$ cat src/rtl/order_tx_arbiter_pkg.sv
`default_nettype none
// ============================================================================
// Module      : order_tx_arbiter_pkg
// Description : Shared order-field widths and arbiter FSM state encodings.
// Revision    : 1.0 - initial release
// ============================================================================
package order_tx_arbiter_pkg;

    localparam int INST_ID_W = 16;
    localparam int PRICE_W   = 32;
    localparam int SIZE_W    = 16;
    localparam int TS_W      = 48;

    typedef enum logic [1:0] {
        ST_RUN       = 2'd0,
        ST_THROTTLED = 2'd1,
        ST_HALTED    = 2'd2
    } arb_state_t;

endpackage : order_tx_arbiter_pkg
`default_nettype wire

$ cat src/rtl/order_rr_arbiter.sv
`default_nettype none
// ============================================================================
// Module      : order_rr_arbiter
// Description : Combinational round-robin pick starting after last_grant.
// Revision    : 1.0 - initial release
// ============================================================================
module order_rr_arbiter #(
    parameter int NUM_REQ = 4,
    parameter int IDX_W   = 2
) (
    input  logic [NUM_REQ-1:0] req,
    input  logic [IDX_W-1:0]   last_grant,
    output logic [NUM_REQ-1:0] grant_onehot,
    output logic [IDX_W-1:0]   grant_idx
);

    logic             w_found;
    logic [IDX_W-1:0] w_cand;

    always_comb begin
        grant_onehot = '0;
        grant_idx    = '0;
        w_found      = 1'b0;
        w_cand       = '0;
        for (int k = 1; k <= NUM_REQ; k++) begin
            w_cand = IDX_W'((int'(last_grant) + k) % NUM_REQ);
            if (!w_found && req[w_cand]) begin
                w_found              = 1'b1;
                grant_onehot[w_cand] = 1'b1;
                grant_idx            = w_cand;
            end
        end
    end

endmodule : order_rr_arbiter
`default_nettype wire

$ cat src/rtl/order_tx_arbiter.sv
`default_nettype none
// ============================================================================
// Module      : order_tx_arbiter
// Description : Token-bucket rate-limited round-robin order issue to encoder.
// Revision    : 1.0 - initial release
// ============================================================================
module order_tx_arbiter
    import order_tx_arbiter_pkg::*;
#(
    parameter int NUM_REQ       = 4,
    parameter int TOKENS_MAX    = 8,
    parameter int REFILL_PERIOD = 16,
    localparam int SRC_W        = (NUM_REQ > 1) ? $clog2(NUM_REQ) : 1,
    localparam int TOK_W        = $clog2(TOKENS_MAX + 1)
) (
    input  logic                          clk,
    input  logic                          rst,
    input  logic [NUM_REQ-1:0]            req_valid,
    output logic [NUM_REQ-1:0]            req_ready,
    input  logic [NUM_REQ*INST_ID_W-1:0]  req_inst_id,
    input  logic [NUM_REQ*PRICE_W-1:0]    req_price,
    input  logic [NUM_REQ*SIZE_W-1:0]     req_qty,
    input  logic [NUM_REQ-1:0]            req_side,
    input  logic [NUM_REQ*TS_W-1:0]       req_ts,
    output logic                          enc_valid,
    output logic [INST_ID_W-1:0]          enc_inst_id,
    output logic [PRICE_W-1:0]            enc_price,
    output logic [SIZE_W-1:0]             enc_qty,
    output logic                          enc_side,
    output logic [TS_W-1:0]               enc_ts_in,
    output logic [SRC_W-1:0]              enc_src,
    input  logic                          kill,
    input  logic                          arm,
    output logic [1:0]                    state,
    output logic [TOK_W-1:0]              tokens,
    output logic [31:0]                   sent_cnt,
    output logic [31:0]                   throttle_cnt
);

    localparam int CNT_W = (REFILL_PERIOD > 1) ? $clog2(REFILL_PERIOD) : 1;
    localparam logic [TOK_W-1:0] c_TOK_MAX = TOK_W'(TOKENS_MAX);
    localparam logic [CNT_W-1:0] c_CNT_MAX = CNT_W'(REFILL_PERIOD - 1);

    arb_state_t       r_state, w_state_next;
    logic [TOK_W-1:0] r_tokens, w_tokens_next;
    logic [CNT_W-1:0] r_refill_cnt;
    logic [SRC_W-1:0] r_last_grant;
    logic [31:0]      r_sent_cnt, r_throttle_cnt;

    logic [NUM_REQ-1:0] w_grant_onehot;
    logic [SRC_W-1:0]   w_grant_idx;
    logic               w_can_grant, w_accept, w_refill;

    order_rr_arbiter #(
        .NUM_REQ (NUM_REQ),
        .IDX_W   (SRC_W)
    ) u_rr (
        .req          (req_valid),
        .last_grant   (r_last_grant),
        .grant_onehot (w_grant_onehot),
        .grant_idx    (w_grant_idx)
    );

    assign w_can_grant = (r_state == ST_RUN) && (r_tokens != '0) && !kill && !rst;
    assign req_ready   = w_can_grant ? w_grant_onehot : '0;
    assign w_accept    = |(req_valid & req_ready);
    assign w_refill    = (r_refill_cnt == c_CNT_MAX);

    // A simultaneous accept and refill cancel out, which also keeps a full bucket full.
    always_comb begin
        w_tokens_next = r_tokens;
        if (w_accept && !w_refill)
            w_tokens_next = r_tokens - 1'b1;
        else if (w_refill && !w_accept && (r_tokens != c_TOK_MAX))
            w_tokens_next = r_tokens + 1'b1;
    end

    always_comb begin
        w_state_next = r_state;
        if (kill) begin
            w_state_next = ST_HALTED;
        end else begin
            case (r_state)
                ST_RUN:       if (w_tokens_next == '0) w_state_next = ST_THROTTLED;
                ST_THROTTLED: if (w_tokens_next != '0) w_state_next = ST_RUN;
                ST_HALTED:    if (arm) w_state_next = (r_tokens == '0) ? ST_THROTTLED : ST_RUN;
                default:      w_state_next = ST_RUN;
            endcase
        end
    end

    always_ff @(posedge clk) begin
        if (rst) r_state <= ST_RUN;
        else     r_state <= w_state_next;
    end

    always_ff @(posedge clk) begin
        if (rst) begin
            r_tokens       <= c_TOK_MAX;
            r_refill_cnt   <= '0;
            r_last_grant   <= SRC_W'(NUM_REQ - 1);
            r_sent_cnt     <= '0;
            r_throttle_cnt <= '0;
            enc_valid      <= 1'b0;
            enc_inst_id    <= '0;
            enc_price      <= '0;
            enc_qty        <= '0;
            enc_side       <= 1'b0;
            enc_ts_in      <= '0;
            enc_src        <= '0;
        end else begin
            r_tokens     <= w_tokens_next;
            r_refill_cnt <= w_refill ? '0 : r_refill_cnt + 1'b1;
            enc_valid    <= w_accept;
            if (w_accept) begin
                r_last_grant <= w_grant_idx;
                r_sent_cnt   <= r_sent_cnt + 32'd1;
                enc_inst_id  <= req_inst_id[w_grant_idx*INST_ID_W +: INST_ID_W];
                enc_price    <= req_price[w_grant_idx*PRICE_W +: PRICE_W];
                enc_qty      <= req_qty[w_grant_idx*SIZE_W +: SIZE_W];
                enc_side     <= req_side[w_grant_idx];
                enc_ts_in    <= req_ts[w_grant_idx*TS_W +: TS_W];
                enc_src      <= w_grant_idx;
            end
            if ((|req_valid) && (r_tokens == '0) && (r_state != ST_HALTED) &&
                (r_throttle_cnt != 32'hFFFF_FFFF))
                r_throttle_cnt <= r_throttle_cnt + 32'd1;
        end
    end

    assign state        = r_state;
    assign tokens       = r_tokens;
    assign sent_cnt     = r_sent_cnt;
    assign throttle_cnt = r_throttle_cnt;

endmodule : order_tx_arbiter
`default_nettype wire

$ cat config.mk
export PLATFORM = sky130hd
export DESIGN_NAME = order_tx_arbiter
export DESIGN_NICKNAME = d
export VERILOG_FILES = /design/src/rtl/order_tx_arbiter_pkg.sv /design/src/rtl/order_rr_arbiter.sv /design/src/rtl/order_tx_arbiter.sv
export SDC_FILE = /design/constraint.sdc
export NUM_CORES = 1
export LEC_CHECK = 0
export ABC_AREA = 1
export BUFFER_PORTS_ARGS = -buffer_cell sky130_fd_sc_hd__buf_2
export CAP_MARGIN = 20
export CELL_PAD_IN_SITES_DETAIL_PLACEMENT = 1
export CELL_PAD_IN_SITES_GLOBAL_PLACEMENT = 2
export CORE_AREA = 2 2 255 257
export CTS_BUF_LIST = sky130_fd_sc_hd__clkbuf_2
export DETAILED_ROUTE_END_ITERATION = 7
export DIE_AREA = 0 0 257 259
export PLACE_DENSITY_LB_ADDON = 0.1
export SETUP_SLACK_MARGIN = 0.05
export SYNTH_ARGS = -nofsm -noshare
export SYNTH_HDL_FRONTEND = slang
export SYNTH_HIERARCHICAL = 1
export SYNTH_SLANG_ARGS = --single-unit
$ cat constraint.sdc
create_clock -name clk -period 7.72 [get_ports clk]
set_input_delay 1.158 -clock clk [delete_from_list [all_inputs] [get_ports clk]]
set_output_delay 1.158 -clock clk [all_outputs]
set_load 0.05 [all_outputs]
Word-level counts from Yosys, hierarchy flattened
Cells that the tools add are included.
- add/subtract/negate cells: 9
- $mul: 1
- order comparisons: 9
- equality and inequality tests: 12
- shift operators: 4
- muxes and demuxes: 38
- bitwise operators: 4
- reduce and logical (&&, ||, !) cells: 34
- operators with widths (kind ; count):
    192-bit by 9-bit variable part select with 48-bit output ; 1
    128-bit by 8-bit variable part select with 32-bit output ; 1
    64-bit by 7-bit variable part select with 16-bit output ; 2
    32-bit by 1-bit adder with 32-bit output, second input constant ; 2
    32-bit != test, second input constant ; 1
    4-bit 2-to-1 mux ; 7
    1-bit logical AND ; 16
    2-bit 2-to-1 mux ; 8
    2-bit by 3-bit < comparator with 1-bit output, second input constant ; 5
    1-bit 2-to-1 mux ; 13
    4-bit OR ; 3
    1-bit binary-select mux with 2-bit select ; 5
    4-bit by 1-bit adder with 4-bit output, second input constant ; 2
    1-bit demux with 2-bit select ; 4
    2-bit by 1-bit >= comparator with 1-bit output, second input constant ; 4
    4-bit zero test ; 2
    4-bit nonzero test ; 2
    4-bit OR reduction ; 2
    1-bit zero test ; 7
    2-bit != test, second input constant ; 3
    3-bit != test, second input constant ; 2
    2-bit one-hot mux with 3 select lines ; 1
    3-bit AND reduction ; 2
    2-bit by 1-bit adder with 2-bit output, second input constant ; 2
    other kinds (12) ; 14
- register bits: 192
- input bits: 460

Depth between registers and ports, before layout
Gate-level depths: netlist (run 1).
- depth in word-level cells: 25
- gate-level depth with buffers: 21
- depth with buffers taken out: 20

Cells and area by module
The synthesis (run 1) kept the hierarchy.
- by module, submodules not included (module ; instances ; cells an instance ; area each (µm²)):
    order_tx_arbiter ; 1 ; 1817 ; 11405.9
    order_rr_arbiter ; 1 ; 85 ; 535.5

Worst setup path before layout (run 1)
OpenSTA, ideal clock, no wires.
- path kind: input to output
- from: in req_valid[2]
- to: out req_ready[0]
- arrival time: 2.502 ns
- path slack: 4.060 ns
- cell stages on the path: 9
- buffers on the path: 0
- cells stage by stage: inv_1 > nand2_1 > nand3_4 > nand2_4 > nor2_8 > nand3_1 > nand3_1 > inv_1 > nor2_1
- word-level cells in the longest chain between the ends: 13
- ends and longest elaborated chain (element ; RTL line ; source):
    start: declaration ; order_tx_arbiter.sv:18 ; input logic [NUM_REQ-1:0] req_valid,
    1-bit binary-select mux with 2-bit select ; order_rr_arbiter.sv:27 ; if (!w_found && req[w_cand]) begin
    1-bit 2-to-1 mux (not written as such) ; order_rr_arbiter.sv:27 ;
    1-bit 2-to-1 mux ; order_rr_arbiter.sv:27 ;
    1-bit zero test ; order_rr_arbiter.sv:27 ;
    1-bit logical AND ; order_rr_arbiter.sv:27 ;
    1-bit 2-to-1 mux ; order_rr_arbiter.sv:27 ;
    1-bit zero test ; order_rr_arbiter.sv:27 ;
    1-bit logical AND ; order_rr_arbiter.sv:27 ;
    1-bit 2-to-1 mux ; order_rr_arbiter.sv:27 ;
    1-bit zero test ; order_rr_arbiter.sv:27 ;
    1-bit logical AND ; order_rr_arbiter.sv:27 ;
    4-bit 2-to-1 mux (*) ; order_rr_arbiter.sv:27 ;
    via w_grant_onehot[0] ; order_tx_arbiter.sv:50 ; logic [NUM_REQ-1:0] w_grant_onehot;
    4-bit 2-to-1 mux (*) ; order_tx_arbiter.sv:65 ; assign req_ready = w_can_grant ? w_grant_onehot : '0;
    end: declaration ; order_tx_arbiter.sv:19 ; output logic [NUM_REQ-1:0] req_ready,
The timed path passes the listed nets; every way through them passes the cells marked *. The select of a mux whose other input is x is not followed.

Final worst setup path (run 1)
- from: reg r_last_grant[0]
- to: out req_ready[3]
- word-level cells in the longest chain between the ends: 14
- ends and longest elaborated chain (element ; RTL line ; source):
    start: declaration ; order_tx_arbiter.sv:47 ; logic [SRC_W-1:0] r_last_grant;
    start signal: assignment ; order_tx_arbiter.sv:101 ; r_last_grant <= SRC_W'(NUM_REQ - 1);
    start signal: assignment ; order_tx_arbiter.sv:116 ; r_last_grant <= w_grant_idx;
    parallel branches: the longest is 12 deep, another holds 2-bit by 3-bit < comparator with 1-bit output ; - ;
    4-bit 2-to-1 mux (*) ; order_rr_arbiter.sv:27 ;
    via w_grant_onehot[3] ; order_tx_arbiter.sv:50 ;
    4-bit 2-to-1 mux (*) ; order_tx_arbiter.sv:65 ;
Mark *: on every way through the listed nets, which the timed path passes. The select of a mux whose other input is x is not followed.

==> results of run 1 <==
==> worst min-delay path, delay by kind of cell <==
family                 cells  cell delay [ns]
AO/OA/AOI/OAI              1             0.06
buffers and inverters      1             0.11
AND/OR/NAND/NOR            1             0.06
==> cell usage in the layout, fill, tap and decap left out, types with 5 or more instances in the layout <==
master and n:
clkbuf_2 18, a21oi_1 66, nor2_1 549, o21ai_1 9
ha_1 13, inv_1 83, dfxtp_1 192, diode_2 20
nand2_1 220, xor2_1 32, nand3_1 43, xnor2_1 12
a31oi_1 89, nor3_1 39, a311oi_1 25, o21ai_0 318
buf_2 648, buf_4 12, nand4_1 16, nor4_1 17
nor3_2 5, nand2_2 8
==> metal layers <==
layer  up-vias  track usage  wire [µm]
li1       7487            -          -
met1      7233        0.237      29300
met2       357        0.394      37800
met3       106       0.0726       4740
met4        48       0.0491       1090
met5         -            0        299
==> final timing paths <==
kind,from,endpoint,slack [ns],cells past startpoint
worst max register to register,r_last_grant[0]$_SDFFE_PP1P_,enc_ts_in[30]$_SDFFE_PP0P_,2.94,13
worst max-delay path,r_last_grant[0]$_SDFFE_PP1P_,req_ready[3],2.85,12
worst min-delay path,arm,state[0]$_SDFFE_PP0P_,0.33,3
worst min register to register,r_refill_cnt[2]$_SDFF_PP0_,r_refill_cnt[3]$_SDFF_PP0_,0.47,2
==> layout make-up <==
class	count	area, µm²
antenna	20	50.0
clock buffer	18	90.1
clock inverter	13	178
fill	8205	47700
inverter	90	355
multi-input combinational	1489	7200
sequential	192	3840
tap	855	1070
timing repair buffer	661	3350
==> registers in the layout (all words and copies together) (netlist names) <==
signal        cells
enc_inst_id      16
enc_price        32
enc_qty          16
enc_side          1
enc_src           2
enc_ts_in        48
enc_valid         1
r_last_grant      2
r_refill_cnt      4
sent_cnt         32
state             2
throttle_cnt     32
tokens            4
==> synthesized netlist by cell type, types with 9 or more instances <==
master / number / area share
buf_2: 32 / 0.013
nor3_1: 39 / 0.016
dfxtp_1: 192 / 0.32
o21ai_0: 318 / 0.13
xor2_1: 32 / 0.023
o21ai_1: 9 / 0.0038
ha_1: 13 / 0.014
a311oi_1: 25 / 0.018
xnor2_1: 12 / 0.0088
nand3_1: 44 / 0.018
nor2_1: 550 / 0.17
nand4_1: 16 / 0.0084
nand2_1: 220 / 0.069
nor4_1: 17 / 0.0089
a21oi_1: 66 / 0.028
a31oi_1: 89 / 0.047
inv_1: 83 / 0.026
clkbuf_1: 83 / 0.026
==> power groups by stage <==
| stage | registers (µW) | logic (µW) | clock network, µW |
|---|---|---|---|
| 2_1_floorplan | 1620 | 1600 | 0 |
| 3_5_place_dp | 1210 | 2910 | 0 |
| 6_report | 1200 | 2840 | 640 |
| 4_1_cts | 1200 | 2920 | 692 |
| 5_1_grt | 1220 | 3200 | 718 |
| 3_3_place_gp | 1210 | 2880 | 0 |
==> cell families after synthesis <==
kind of cell,Yosys count,share of synthesized area
compound gates,516,0.235
xor+xnor,44,0.0323
simple gates,916,0.319
buf+inv,221,0.0777
flops,192,0.322
fa+ha+maj,13,0.0136
==> per-stage QoR <==
step                worst slack, ns  hold WS [ns]
finish                         2.85         0.328
global route                   2.44         0.156
CTS                            2.59        0.0971
detailed placement             2.88         0.450
global placement               2.97         0.432
floorplan                      4.06         0.418
==> flow_summary.toml, run 1 <==
[status]
status = "complete, no violations"

[synthesis]
ys_seq_area_frac = 0.322
synth-edff-count = 0
ys_types = 41
synth_nets = 2375
ys.flop_type = "dfxtp_1"
ys_ff_latch = 192
synth_warnings = 6
syn_inst = 1902
syn_avg_cell_area_um2 = 6.28
syn_area_um2 = 11900
async_flop_share = 0

[sta]
fmax_mhz = 205
fin_crit_ns = 4.87
final.setup_skew_ns = 0.0746
worst_pin_slew_ns = 0.982
fin_setup_tns_ns = 0
drv_slew = 0
grt_setup_unrepaired = "no"
hold_viol = 0
finalSetupViolations = 0
finalCritPeriodShare = 0.631
slew_headroom = 0.345

[drt]
first_pass_iters = 4
post_drt_wl_per_cell_um = 21.9
vias = 15231
drc = 0
ant_nets = 0
via_per_inst = 4.56
drt_iter0_markers = 626
wl_um = 73200

[critical_path]
crit_family = "flip-flops"
cp_max_fo = 15
crit_arrival_ns = 3.72
path_buf_inv = 5
critPathKind = "flop to primary output"
worstPathCellList = "inv_8 -> ha_1 -> inv_1 -> nand3_1 -> nand2_1 -> nand2_1 -> inv_1 -> nand3_1 -> nand3_1 -> inv_1 -> nor2_1 -> buf_2"
critPathMaxStageDelay_ns = 0.85
worst_setup_path_start_kind = "flop"
critPathCaptureType = "primary output"
required_ns = 6.56
slowest_stage = "dfxtp_1"

[power_and_ir_drop]
switching_share = 0.560
clockPowerShare = 0.137
peakVddDrop_v = 0.000276
p_leak_uw = 0.00712
p_int_uw = 2060
powerDensity_nw_per_um2 = 290
switchingPower_uw = 2620
p_comb_frac = 0.608
seqPwrFrac = 0.256
power_uw = 4680

[clock_network]
clock_latency_ns = 1.10
cts_buffers = 17
cts_root_buffer = "clkbuf_2"
hold_buffers = 0
cts.repair.resized = 0
cts_tree = "done"
clkSlewWorstSetupHoldPaths_ns = 0.38
clock_path_buffers = 2
clock-sinks = 192
h-tree-depth = 4
post_cts_buffers = 0

[place]
portBuffers = 649
place_congestion = 0.877
hpwl_um = 56900
postPlaceCellArea_um2 = 15800
dpl.cell_count = 3287

[layout]
postLayoutCoreUtil = 0.253
design_area_um2 = 16100
drive_gt1_frac = 0.296
nNetsFinal = 2924
finalNonFillerCells = 3338
area_delta_synth_final_pct = 35.1

[global_routing]
grt_pass1_wl_um = 106000
grt_usage = 0.214
grt_start_max_net_pins = 163
overflow = 0
grt_pass1_vias = 15679
antenna_found_initial = 60

[floorplanning]
start_util = 0.187
die_h_um = 259
rows = 93
coreArea_um2 = 63900
io_pins = 650
die_w_um = 257
die-area_um2 = 66600

[run]
drv_cap = 0

[hold_path]
hp-class = "input port to flop"
(Power assumes the default switching activity.)
==> run 2: changes to the inputs <==
==> constraint.sdc (replaced) <==
create_clock -name clk -period 4.2 [get_ports clk]
set_input_delay 0.63 -clock clk [delete_from_list [all_inputs] [get_ports clk]]
set_output_delay 0.63 -clock clk [all_outputs]
set_load 0.05 [all_outputs]
==> flow_summary.toml, run 2 (synthesis results as in run 1) <==
[status]
status = "complete, no violations"

[floorplanning]
coreArea_um2 = 63900
io_pins = 650
die_h_um = 259
die_w_um = 257
die-area_um2 = 66600
start_util = 0.187
rows = 93

[drt]
ant_nets = 0
first_pass_iters = 5
drc = 0
drt_iter0_markers = 717
via_per_inst = 4.59
post_drt_wl_per_cell_um = 21.0
wl_um = 78800
vias = 17206

[critical_path]
required_ns = 5.20
critPathKind = "flop to flop"
crit_arrival_ns = 4.90
critPathCaptureType = "flop"
cp_max_fo = 24
worst_setup_path_start_kind = "flop"

[place]
hpwl_um = 58000
dpl.cell_count = 3306
dp_slack_ns = 0.719
place_congestion = 0.877
portBuffers = 649

[layout]
nNetsFinal = 3336
top_register = "enc_ts_in"
area_delta_synth_final_pct = 71.0
nFillCells = 8230
largest_reg_flops = 48
ff_latch_area_um2 = 3850
mostFrequentLayoutCell = "buf_2"
layout_common_cells = "buf_2, nor2_1, dlygate4sd3_1"
multi_input_area_um2 = 7200
drive_gt1_frac = 0.265
finalNonFillerCells = 3751

[global_routing]
grt_pass1_wl_um = 115000
overflow = 0
grt_pass1_vias = 18608
antenna_found_initial = 41
grt_usage = 0.227
grt_start_max_net_pins = 115

[power_and_ir_drop]
p_leak_uw = 0.00891
peakVddDrop_v = 0.000405
powerDensity_nw_per_um2 = 529

[sta]
fmax_mhz = 256
drv_slew = 0
hold_viol = 0
finalSetupViolations = 0
slew_headroom = 0.358
fin_crit_ns = 3.90
final.setup_skew_ns = 0.0690
grt_setup_unrepaired = "no"
finalCritPeriodShare = 0.929
layout_setup_ws_ns = 0.298
fin_setup_tns_ns = 0
worst_pin_slew_ns = 0.963

[hold_path]
hp-class = "input port to flop"

[clock_network]
clkSlewWorstSetupHoldPaths_ns = 0.32
clock-sinks = 192
clock_path_buffers = 2
clock_latency_ns = 1.05
cts_tree = "done"
cts_root_buffer = "clkbuf_2"
h-tree-depth = 4
cts_buffers = 17

[run]
drv_cap = 0
==> run 2: cell types whose count changed in the layout (fill, tap and decap cells not counted), moves of 2 or more <==
cell and delta:
inv_1 -2, clkinvlp_4 +2, buf_16 +2, buf_4 +10
clkbuf_16 +2, dlygate4sd3_1 +384, dfxtp_1 -2, clkinv_2 +2
buf_12 +11, inv_6 -3
==> run 2: final cells by class <==
| cell class | instances | area share |
|---|---|---|
| well taps | 855 | 0.0524 |
| repair buffers | 1072 | 0.373 |
| multi-input cells | 1489 | 0.353 |
| inverters | 90 | 0.0180 |
| flip-flops and latches | 192 | 0.189 |
| diodes | 20 | 0.00245 |
| clock inverters | 14 | 0.00778 |
| repair inverters | 1 | 0.000429 |
| clock buffers | 18 | 0.00441 |
==> run 2: critical path: stages (launching register included) <==
cell	delay (ns)
dfxtp_4	0.44
clkinvlp_4	0.15
ha_1	0.38
inv_2	0.13
nand3_1	0.08
nand2_1	0.10
nand2_1	0.09
nor2_1	0.16
nor2_1	0.09
nor2_4	0.13
buf_12	0.16
buf_4	0.16
buf_8	0.26
nor2_1	0.12
nor2_1	0.09
o21ai_0	0.08
dlygate4sd3_1	0.55
a31oi_1	0.15
dlygate4sd3_1	0.56
==> run 2: where the power goes <==
group	switching, µW	leakage [µW]	internal [µW]
logic	4430	0.00721	3050
clock network	824	0.000138	288
registers	141	0.00156	2060
total	5400	0.00891	5390
==> run 2: worst paths after layout <==
kind / start / end / slack, ns / cells after the start
worst max-delay path: r_last_grant[1]$_SDFFE_PP1P_ / enc_ts_in[41]$_SDFFE_PP0P_ / 0.30 / 18
worst min-delay path: rst / sent_cnt[13]$_SDFFE_PP0P_ / 0.23 / 3
worst max register to register: r_last_grant[1]$_SDFFE_PP1P_ / enc_ts_in[41]$_SDFFE_PP0P_ / 0.30 / 18
worst min register to register: r_refill_cnt[0]$_SDFF_PP0_ / r_refill_cnt[0]$_SDFF_PP0_ / 0.47 / 1
==> run 2: per-layer routing <==
| metal | vias up | track usage | share of wire |
|---|---|---|---|
| li1 | 8309 | - | - |
| met1 | 8341 | 0.248 | 0.40 |
| met2 | 417 | 0.429 | 0.53 |
| met3 | 101 | 0.0590 | 0.052 |
| met4 | 38 | 0.0627 | 0.019 |
| met5 | - | 0 | 0.0030 |
==> run 2: repair_timing <==
item	in CTS	in global routing
hold buffers	384	0
endpoints found under the setup margin	4	73
resized for setup	2	10
cloned	0	4
pin swaps	0	1
endpoints found under the hold margin	115	0
setup buffers	0	5
==> run 2: per-stage QoR <==
stage,hold slack (ns),utilization,instance area (µm²),total power (µW)
2_1_floorplan,0.418,-,11900,5920
3_3_place_gp,0.430,0.252,16100,7830
3_5_place_dp,0.451,0.252,16100,7870
4_1_cts,0.0149,0.317,20200,10600
5_1_grt,0.0559,0.319,20400,11700
6_report,0.227,0.320,20400,10800
==> run 3: changes to the inputs <==
--- a/config.mk
+++ b/config.mk
@@ -10,13 +10,12 @@
 export CAP_MARGIN = 20
 export CELL_PAD_IN_SITES_DETAIL_PLACEMENT = 1
 export CELL_PAD_IN_SITES_GLOBAL_PLACEMENT = 2
-export CORE_AREA = 2 2 255 257
+export CORE_AREA = 2 2 250 252
 export CTS_BUF_LIST = sky130_fd_sc_hd__clkbuf_2
 export DETAILED_ROUTE_END_ITERATION = 7
-export DIE_AREA = 0 0 257 259
+export DIE_AREA = 0 0 252 254
 export PLACE_DENSITY_LB_ADDON = 0.1
 export SETUP_SLACK_MARGIN = 0.05
 export SYNTH_ARGS = -nofsm -noshare
 export SYNTH_HDL_FRONTEND = slang
-export SYNTH_HIERARCHICAL = 1
 export SYNTH_SLANG_ARGS = --single-unit
==> flow_summary.toml, run 3 <==
[power_and_ir_drop]
peakVddDrop_v = 0.000491
powerDensity_nw_per_um2 = 570
p_int_uw = 5580
switching_share = 0.478
p_comb_frac = 0.698
seqPwrFrac = 0.206
switchingPower_uw = 5110
clockPowerShare = 0.097
p_leak_uw = 0.00840

[clock_network]
clock_path_buffers = 2
cts_buffers = 17
clock-sinks = 192
clock_latency_ns = 1.12
cts_root_buffer = "clkbuf_2"
clkSlewWorstSetupHoldPaths_ns = 0.31
h-tree-depth = 4
cts_tree = "done"

[sta]
layout_setup_ws_ns = 0.333
slew_headroom = 0.398
fin_crit_ns = 3.87
worst_pin_slew_ns = 0.903
finalSetupViolations = 0
fin_setup_tns_ns = 0
final.setup_skew_ns = 0.0587
grt_setup_unrepaired = "yes"
hold_viol = 0
drv_slew = 0
finalCritPeriodShare = 0.921
fmax_mhz = 259

[drt]
vias = 16549
via_per_inst = 4.91
drc = 0
ant_nets = 0
post_drt_wl_per_cell_um = 22.3
wl_um = 75000
first_pass_iters = 5
drt_iter0_markers = 738

[global_routing]
grt_usage = 0.227
grt_start_max_net_pins = 180
antenna_found_initial = 36
grt_pass1_wl_um = 111000
grt_pass1_vias = 17382
overflow = 0

[synthesis]
syn_inst = 1755
syn_area_um2 = 12000
synth_top_area_share = 0.320
synth_most_common_cell = "nand3_1"
synth_area_leaders = "dfxtp_1, nand3_1, a21oi_1"
syn_avg_cell_area_um2 = 6.84
synth-edff-count = 0
synth_nets = 2228
ys.flop_type = "dfxtp_1"
synth_warnings = 0
async_flop_share = 0
synth_top_area_cell = "dfxtp_1"
ys_types = 43
ys_ff_latch = 192
ys_seq_area_frac = 0.320
synthTopCellsByCount = "nand3_1, a21oi_1, nand2_1, dfxtp_1, o21ai_0"

[place]
portBuffers = 649
postPlaceCellArea_um2 = 15900
place_congestion = 0.866
hpwl_um = 55200
dp_slack_ns = 0.622

[layout]
area_delta_synth_final_pct = 56.0
nNetsFinal = 3011
drive_gt1_frac = 0.294
layout_common_cells = "buf_2, nand3_1, a21oi_1"
top_register = "enc_ts_in"
largest_reg_flops = 48
mostFrequentLayoutCell = "buf_2"
design_area_um2 = 18700

[critical_path]
critPathKind = "flop to flop"
r2r-start = "r_last_grant[0]$_SDFFE_PP1P_"
crit_arrival_ns = 4.87
required_ns = 5.21
r2r-end = "enc_ts_in[12]$_SDFFE_PP0P_"
worst_setup_path_start_kind = "flop"
critPathCaptureType = "flop"
r2r_slack_ns = 0.33
reg2regPathDepth = 17
cp_max_fo = 39

[floorplanning]
coreArea_um2 = 61300
rows = 91
io_pins = 650
die_h_um = 254
die_w_um = 252
die-area_um2 = 64000
start_util = 0.196

[hold_path]
hold_end = "sent_cnt[15]$_SDFFE_PP0P_"
hp-class = "input port to flop"
whs_path_depth = 7
worstHoldStart = "req_valid[0]"

[status]
status = "complete, no violations"

[run]
drv_cap = 0
-- run 3: cell families after synthesis --
family / share of synthesized area
and+or+nand+nor: 0.283
AOI/OAI and AO/OA: 0.279
buffers and inverters: 0.0883
DFF: 0.320
xor gates and xnor gates: 0.0168
adders and majority gates: 0.0135
-- run 3: cell type report --
cell class / count / area (µm²)
multi-input combinational: 1316 / 7170
clock buffer: 18 / 90.1
fill: 7782 / 42500
clock inverter: 14 / 116
inverter: 95 / 368
tap: 790 / 988
antenna: 27 / 67.6
timing repair buffer: 916 / 6090
sequential: 192 / 3850
-- run 3: worst max path at each step --
stage / to / depth (start not counted) / start / slack (ns)
6_report: enc_ts_in[12]$_SDFFE_PP0P_ / 17 / r_last_grant[0]$_SDFFE_PP1P_ / 0.33
5_1_grt: req_ready[1] / 13 / r_last_grant[0]$_SDFFE_PP1P_ / 0.02
4_1_cts: req_ready[0] / 12 / r_last_grant[1]$_SDFFE_PP1P_ / 0.07
3_5_place_dp: enc_ts_in[3]$_SDFFE_PP0P_ / 15 / r_last_grant[1]$_SDFFE_PP1P_ / 0.62
3_3_place_gp: enc_ts_in[3]$_SDFFE_PP0P_ / 15 / r_last_grant[1]$_SDFFE_PP1P_ / 0.70
2_1_floorplan: throttle_cnt[23]$_SDFFE_PP0P_ / 18 / tokens[0]$_SDFF_PP0_ / 1.54
-- run 3: worst max-delay path, stage by stage, from the launching register on --
cell and delay, ns:
dfxtp_1 0.39, buf_6 0.17, inv_6 0.09, ha_1 0.35
inv_1 0.11, nand2_4 0.10, nand2_4 0.09, nor2_8 0.19
inv_2 0.04, nor2_1 0.20, inv_1 0.16, nand3_4 0.20
buf_16 0.25, buf_6 0.34, nand3_1 0.12, a32o_1 0.28
dlygate4sd3_1 0.55, a21oi_1 0.14
-- run 3: routing by layer --
layer  wire length, µm  up-vias  track usage
met5                57        -            0
met1             31300     8126        0.264
met4              1810       10       0.0727
met2             37500      468        0.405
li1                  -     7855            -
met3              4390       90       0.0567
-- run 3: timing repair --
| item | in CTS | in global routing |
|---|---|---|
| hold buffers | 233 | 0 |
| pin swaps | 0 | 1 |
| cloned | 0 | 3 |
| endpoints found under the hold margin | 123 | 0 |
| buffers inserted | 0 | 7 |
| resized for setup | 2 | 11 |
| endpoints found under the setup margin | 4 | 117 |
-- run 3: power by group through the flow --
stage	Combinational (µW)	Sequential, µW	Clock (µW)
final	7460	2200	1030
after global routing	8090	2230	1170
after CTS	7270	2200	1120
after detailed placement	5830	2230	0
after global placement	5750	2230	0
after floorplan	3380	2960	0
-- run 3: stage by stage --
stage	instances	utilization	hold slack (ns)	total power, µW
2_1_floorplan	1755	-	0.418	6340
3_3_place_gp	3066	0.260	0.433	7970
3_5_place_dp	3066	0.260	0.444	8060
4_1_cts	3331	0.302	0.0169	10600
5_1_grt	3361	0.306	0.0844	11500
6_report	3368	0.306	0.175	10700
